File: src/rtl/cpu_pkg.sv
// Shared definitions for the 8-bit accumulator CPU: opcodes, phase encodings,
// datapath width and an ALU-opcode classifier used by control and ALU.
package cpu_pkg;

  localparam int unsigned DATA_W  = 8;
  localparam int unsigned OP_W    = 3;
  localparam int unsigned PHASE_W = 3;

  localparam logic [OP_W-1:0] OP_HLT = 3'd0;
  localparam logic [OP_W-1:0] OP_SKZ = 3'd1;
  localparam logic [OP_W-1:0] OP_ADD = 3'd2;
  localparam logic [OP_W-1:0] OP_AND = 3'd3;
  localparam logic [OP_W-1:0] OP_XOR = 3'd4;
  localparam logic [OP_W-1:0] OP_LDA = 3'd5;
  localparam logic [OP_W-1:0] OP_STO = 3'd6;
  localparam logic [OP_W-1:0] OP_JMP = 3'd7;

  typedef enum logic [PHASE_W-1:0] {
    INST_ADDR  = 3'd0,
    INST_FETCH = 3'd1,
    INST_LOAD  = 3'd2,
    IDLE       = 3'd3,
    OP_ADDR    = 3'd4,
    OP_FETCH   = 3'd5,
    ALU_OP     = 3'd6,
    STORE      = 3'd7
  } phase_e;

  // Opcodes whose result is written back to the accumulator from memory data.
  function automatic logic is_aluop(input logic [OP_W-1:0] op);
    return (op == OP_ADD) || (op == OP_AND) || (op == OP_XOR) || (op == OP_LDA);
  endfunction

endpackage

File: src/rtl/ctrl_decode.sv
// Combinational strobe decode for the CPU controller.
// Inputs : phase (current phase), halted (sticky halt state), opcode, zero.
// Outputs: sel, rd, ld_ir, inc_pc, ld_pc, ld_ac, wr, data_e, halt.
module ctrl_decode
  import cpu_pkg::*;
(
  input  phase_e          phase,
  input  logic            halted,
  input  logic [OP_W-1:0] opcode,
  input  logic            zero,
  output logic            sel,
  output logic            rd,
  output logic            ld_ir,
  output logic            inc_pc,
  output logic            ld_pc,
  output logic            ld_ac,
  output logic            wr,
  output logic            data_e,
  output logic            halt
);

  logic aluop;
  assign aluop = is_aluop(opcode);

  // Phase-by-phase strobe map; halted overrides everything but halt.
  always_comb begin
    sel    = 1'b0;
    rd     = 1'b0;
    ld_ir  = 1'b0;
    inc_pc = 1'b0;
    ld_pc  = 1'b0;
    ld_ac  = 1'b0;
    wr     = 1'b0;
    data_e = 1'b0;
    halt   = 1'b0;
    if (halted) begin
      halt = 1'b1;
    end else begin
      unique case (phase)
        INST_ADDR: begin
          sel = 1'b1;
        end
        INST_FETCH: begin
          sel = 1'b1;
          rd  = 1'b1;
        end
        INST_LOAD, IDLE: begin
          sel   = 1'b1;
          rd    = 1'b1;
          ld_ir = 1'b1;
        end
        OP_ADDR: begin
          inc_pc = (opcode != OP_HLT);
          halt   = (opcode == OP_HLT);
        end
        OP_FETCH: begin
          rd = aluop;
        end
        ALU_OP: begin
          rd     = aluop;
          inc_pc = (opcode == OP_SKZ) && zero;
          ld_pc  = (opcode == OP_JMP);
          data_e = (opcode == OP_STO);
        end
        STORE: begin
          rd     = aluop;
          ld_ac  = aluop;
          ld_pc  = (opcode == OP_JMP);
          wr     = (opcode == OP_STO);
          data_e = (opcode == OP_STO);
        end
        default: ;
      endcase
    end
  end

endmodule

File: src/rtl/cpu_controller.sv
// Fetch/execute sequencer for the 8-bit accumulator CPU.
// Holds the 3-bit phase counter and the sticky halted flag; strobes are
// decoded combinationally in ctrl_decode.
// Inputs : clk, reset (async, active-high), opcode[2:0], zero.
// Outputs: sel, rd, ld_ir, inc_pc, ld_pc, ld_ac, wr, data_e, halt, phase[2:0].
module cpu_controller
  import cpu_pkg::*;
(
  input  logic               clk,
  input  logic               reset,
  input  logic [OP_W-1:0]    opcode,
  input  logic               zero,
  output logic               sel,
  output logic               rd,
  output logic               ld_ir,
  output logic               inc_pc,
  output logic               ld_pc,
  output logic               ld_ac,
  output logic               wr,
  output logic               data_e,
  output logic               halt,
  output logic [PHASE_W-1:0] phase
);

  phase_e phase_q, phase_d;
  logic   halted_q, halted_d;

  // State register.
  always_ff @(posedge clk or posedge reset) begin
    if (reset) begin
      phase_q  <= INST_ADDR;
      halted_q <= 1'b0;
    end else begin
      phase_q  <= phase_d;
      halted_q <= halted_d;
    end
  end

  // Next state: advance every cycle; HLT in OP_ADDR freezes at phase 4.
  always_comb begin
    phase_d  = phase_q;
    halted_d = halted_q;
    if (!halted_q) begin
      if ((phase_q == OP_ADDR) && (opcode == OP_HLT)) begin
        halted_d = 1'b1;
      end else begin
        phase_d = phase_e'(phase_q + 3'd1);
      end
    end
  end

  assign phase = PHASE_W'(phase_q);

  ctrl_decode u_decode (
    .phase  (phase_q),
    .halted (halted_q),
    .opcode (opcode),
    .zero   (zero),
    .sel    (sel),
    .rd     (rd),
    .ld_ir  (ld_ir),
    .inc_pc (inc_pc),
    .ld_pc  (ld_pc),
    .ld_ac  (ld_ac),
    .wr     (wr),
    .data_e (data_e),
    .halt   (halt)
  );

endmodule

File: config.mk
export PLATFORM = sky130hd
export DESIGN_NAME = cpu_controller
export DESIGN_NICKNAME = d
export VERILOG_FILES = /design/src/rtl/cpu_pkg.sv /design/src/rtl/ctrl_decode.sv /design/src/rtl/cpu_controller.sv
export SDC_FILE = /design/constraint.sdc
export NUM_CORES = 1
export LEC_CHECK = 0
export CAP_MARGIN = 0
export CORE_AREA = 2 2 39 41
export CTS_CLUSTER_SIZE = 14
export DETAILED_ROUTE_END_ITERATION = 8
export DIE_AREA = 0 0 41 43
export PLACE_DENSITY_LB_ADDON = 0.2
export SYNTH_ARGS = -nofsm -noshare
export SYNTH_HDL_FRONTEND = slang
export SYNTH_SLANG_ARGS = --single-unit
File: constraint.sdc
create_clock -name clk -period 1.3 [get_ports clk]
set_input_delay 0.195 -clock clk [delete_from_list [all_inputs] [get_ports clk]]
set_output_delay 0.195 -clock clk [all_outputs]
set_load 0.05 [all_outputs]
======== After elaboration in Yosys (flattened, before gate mapping) ========
Cells that the tools add are included.
storage, ports and cells
  output and inout port bits .............. 12
  word-level logic and storage cells ...... 53
  input port bits ......................... 6
  flip-flop bits (word level) ............. 4
operators by class
  bitwise gates (word level) .............. 2
  equal/unequal tests ..................... 14
  multiplexer cells ....................... 20
  add/subtract/negate cells ............... 1
  reductions and logical operators ........ 14
operators by type and width
  operator             count
  $eq 3x3->1 const B   8
  $mux 1               18
  $eq 3x2->1 const B   4
  $eq 3x1->1 const B   2
  $logic_not 3->1      2
  $reduce_or 3->1      2
  $pmux 1 s2           2
  $reduce_or 2->1      2
  $reduce_or 4->1      1
  $add 3x1->3 const B  1
  $logic_or 1x1->1     3
  $reduce_bool 3->1    1
  $logic_and 1x1->1    2
  $not 1->1            2
  $reduce_and 2->1     1

======== Longest topological paths before layout ========
Gate-level depths: netlist of the first run.
  word-level depth ........................ 6
  gate-level depth with buffers ........... 5
  gate-level depth less buffers ........... 5

======== By module ========
From an unflattened synthesis of the first run, not the netlist that was laid out.
second synthesis, totals
  cells, all modules ...................... 36
  area total of the unflattened synthesis .. 331.6 µm²
by module, submodules not included
  module          seq. area each (µm²)  cells each  area each (µm²)  instances
  cpu_controller  100.1                 18          217.7            1
  ctrl_decode     0.0                   18          113.9            1

======== Worst setup path before layout of the first run ========
Ideal clock, no wire load.
  path kind ............................... register to output
  from .................................... register phase_q[0] (netlist: phase[0])
  to ...................................... output port inc_pc
  data required time ...................... 1.105 ns
  cell stages (with the launch flop) ...... 5
  data arrival time ....................... 3.468 ns
  slack ................................... -2.363 ns
  path buffers ............................ 0
  cell sequence ........................... dfrtp_1 inv_1 ha_1 a31oi_1 a2111oi_0
between the ends
  cells in the longest elaborated chain, start to end .. 3
  elaborated cells between the ends (all ways) .. 4
  those cells by class .................... 2 x eq/ne; 2 x mux
RTL lines
  what                    line                  source
  start, declared         cpu_controller.sv:25  phase_e phase_q, phase_d;
  start signal, assigned  cpu_controller.sv:34  phase_q <= phase_d;
  $eq 3x3->1              ctrl_decode.sv:39     unique case (phase)
  $pmux 1 s2 *            ctrl_decode.sv:39
  $mux 1 *                ctrl_decode.sv:36     if (halted) begin
  end, declared           cpu_controller.sv:16  output logic inc_pc,
Mark *: on every way between the ends. The rest lies on a longest branch, timed or not.

======== Worst setup path in the final report of the first run ========
  from .................................... register phase_q[1] (netlist: phase[1])
  to ...................................... output port ld_pc
between the ends
  cells in the longest elaborated chain, start to end .. 4
  elaborated cells between the ends (all ways) .. 5
  those cells by class .................... 2 x eq/ne; 2 x mux; 1 x reduce/logical
RTL lines
  what                         line                  source
  $eq 3x3->1                   ctrl_decode.sv:39
  $reduce_or 2->1 (no line) *  n/a
  $mux 1 *                     n/a
  $mux 1 *                     ctrl_decode.sv:36
  end, declared                cpu_controller.sv:17  output logic ld_pc,
Marked as above.

==> qor.yml, run 1 <==
final_layout:
  drive_gt1_frac: 0.798
  antenna_cells: 0
  nets: 97
  area_growth_pct: 201
  post-route-util: 0.794
  final_cell_area_um2: 1100
  layout.cells.non_filler: 100
power_and_ir_drop:
  power_mw: 3.06
  powerDensity_nw_per_um2: 2780
  leakagePower_nw: 0.479
  ir_drop_mv: 1.77
global_route:
  grt_max_degree: 5
  grt_usage: 0.164
  grt_pass1_wl_um: 1960
  met1_usage: 0.176
  grt-ovfl-total: 0
  grt_pass1_vias: 497
  met3_usage: 0.0314
  antenna_found_initial: 0
  busiest_layer: "met2"
  use_met2: 0.284
routing:
  dr.pass1.iters: 2
  drc_errors: 0
  drt-initial-drc-count: 7
  post_drt_wl_per_cell_um: 12.8
  detail-route-antenna-nets: 0
  drt-total-wl_um: 1280
  vias: 448
  via_per_inst: 4.48
timing:
  rsz0062_at_grt: "yes"
  fin_ws_ns: -0.431
  setup_tns_ns: -3.47
  fin_skew_ns: 0.00842
  drv_slew: 0
  fin_crit_ns: 1.73
  setup_violations: 11
  min_period_over_period: 1.33
  hold_viol: 0
  maxSlewHeadroom: 0.796
  clock.fmax_mhz: 578
  tightest_slew_ns: 0.305
place:
  place.gp.congestion: 0.719
  hpwl_um: 925
  dp.cells: 90
  dpl-instance-area_um2: 920
  portBuffers: 17
synthesis:
  yosys-top-cells-area: "dfrtp_1 27%, ha_1 21%, nor4b_4 6.5%"
  syn_inst: 39
  synth.top_cells.by_count: "6 x ha_1, 6 x inv_1, 4 x dfrtp_1, 4 x nor2_1"
  synth_top_area_frac: 0.274
  synth.avg_cell_area_um2: 9.37
  ys_warn_count: 0
  synth_area_leader_cell: "dfrtp_1"
  yosysSeqAreaShare: 0.274
  yosys_most_used_dff: "dfrtp_1"
  synth-edff-count: 0
  async_flop_share: 1.00
  synth_seq_cells: 4
  synthDistinctLibCells: 21
  syn_area_um2: 365
  syn-num-nets: 51
status:
  outcome: "complete, but fails checks"
  violations: "negative setup slack"
floorplan:
  pin_count: 18
  num_rows: 14
  coreArea_um2: 1380
  die_h_um: 43
  dieArea_um2: 1760
  die_w_um: 41
  start_util: 0.264
worst_setup_path:
  crit_arrival_ns: 1.54
  crit_path_start_kind: "register"
  crit_type: "register to output port"
  critPathSlowestCell: "or4_4"
  crit_path_end: "ld_pc"
  cpLargestDelayFamily: "simple AND/OR/NAND/NOR gates"
  worstPathRequired_ns: 1.11
  rr_worst_depth: 6
  critPathMaxFanout: 4
  worst-path-stages: 4
  r2r_setup_slack_ns: -0.30
  crit_start: "phase[1]"
  critPathMaxStageDelay_ns: 0.56
  crit_chain: "inv_2, or4_4, nor2_4, buf_12"
  r2r_end: "phase[1]"
  r2r-start: "phase[0]"
  cp.buffers_inverters: 2
  endpoint_kind: "output port"
cts:
  htreeDepth: 1
  cts_num_sinks: 4
  clock_latency_ns: 0.24
  path_clk_slew_ns: 0.04
  clk_path_buf_depth: 2
  cts_root_buf: "clkbuf_4"
  tritoncts: "built"
  cts_buffers: 3
  ctsHoldBuffers: 0
run:
  max_cap_violations: 0
hold_path:
  worstHoldPathType: "input port to async pin"
-- power breakdown --
part	internal (mW)	total (mW)	switching (mW)
Clock	0.115	0.171	0.0552
Sequential	0.204	0.298	0.0939
Combinational	1.37	2.59	1.22
-- layout make-up --
class	count	area, µm²
Multi-Input combinational cell	27	392
Sequential cell	4	104
Inverter	7	31.3
Timing Repair Buffer	42	526
Tap cell	16	20.0
Fill cell	96	285
Clock buffer	4	26.3
-- through the flow --
step / setup slack (ns) / hold WS, ns
global route: -0.494 / 0.164
global placement: -0.484 / 0.383
floorplan: -0.472 / -0.0391
detailed placement: -0.502 / 0.385
finish: -0.431 / 0.129
CTS: -0.436 / 0.125
-- how the worst min path moves through the flow --
| stage | startpoint | end | slack [ns] | cells after the start |
|---|---|---|---|---|
| finish | reset | phase[2] | 0.13 | 2 |
| global route | reset | phase[2] | 0.16 | 2 |
| CTS | reset | phase[2] | 0.12 | 2 |
| detailed placement | reset | halted_q | 0.39 | 2 |
| global placement | reset | halted_q | 0.38 | 2 |
| floorplan | reset | halted_q | -0.04 | 1 |
-- cells in the final DEF, fill, tap and decap left out, drive strengths merged --
| cell | instances |
|---|---|
| a2111oi | 1 |
| nor3 | 1 |
| inv | 7 |
| and3 | 1 |
| dfrtp | 4 |
| nand3b | 1 |
| nand2 | 2 |
| mux2 | 1 |
| dlymetal6s2s | 1 |
| clkdlybuf4s50 | 2 |
| ha | 6 |
| xnor2 | 1 |
| o221ai | 1 |
| xor2 | 1 |
| or4 | 1 |
| a21oi | 1 |
| o21ai | 2 |
| dlygate4sd2 | 2 |
| a31oi | 1 |
| nor2 | 4 |
| buf | 36 |
| clkbuf | 5 |
| nor4b | 2 |
-- flip-flops by register name, indices dropped and copies added, names as in the netlist --
| signal | count |
|---|---|
| halted_q | 1 |
| phase | 3 |
-- worst reg2reg max path, stage by stage (launching register included) --
cell,delay [ns]
dfrtp_2,0.44
inv_4,0.10
ha_4,0.14
nor4b_4,0.26
a21oi_4,0.11
buf_6,0.14
mux2_4,0.29
-- metal layers --
metal,routed length (µm),up-vias
met3,36,0
met4,0,0
met2,760,10
met5,0,-
met1,483,215
li1,-,223
-- logic make-up (layout without fill, tap and decap cells) --
group	after synthesis	count (layout)	share of synthesized area
AND/OR/NAND/NOR	12	12	0.233
buffers and inverters	8	53	0.0822
adder cells (fa/ha/maj)	6	6	0.205
AO/OA/AOI/OAI	6	6	0.116
flip-flops	4	4	0.274
XOR/XNOR	2	2	0.0480
multiplexers	1	1	0.0411
-- what timing repair did --
item	in CTS	in global routing
buffers inserted	5	3
setup endpoints to repair	12	12
resized for setup	16	14
pin swaps	6	4
Power figures use the tool's default switching activity.
==> run 2: changes to the inputs <==
Settings changed: HOLD_SLACK_MARGIN from default to 0.1, MAX_ROUTING_LAYER from default to met4.
==> results of run 2 <==
The final DEF is identical to that of run 1; final timing and power are the same.
Among the figures that moved: final weighted congestion in routability-driven placement 0.719 -> 0.728; overall routing resource usage 0.164 -> 0.169
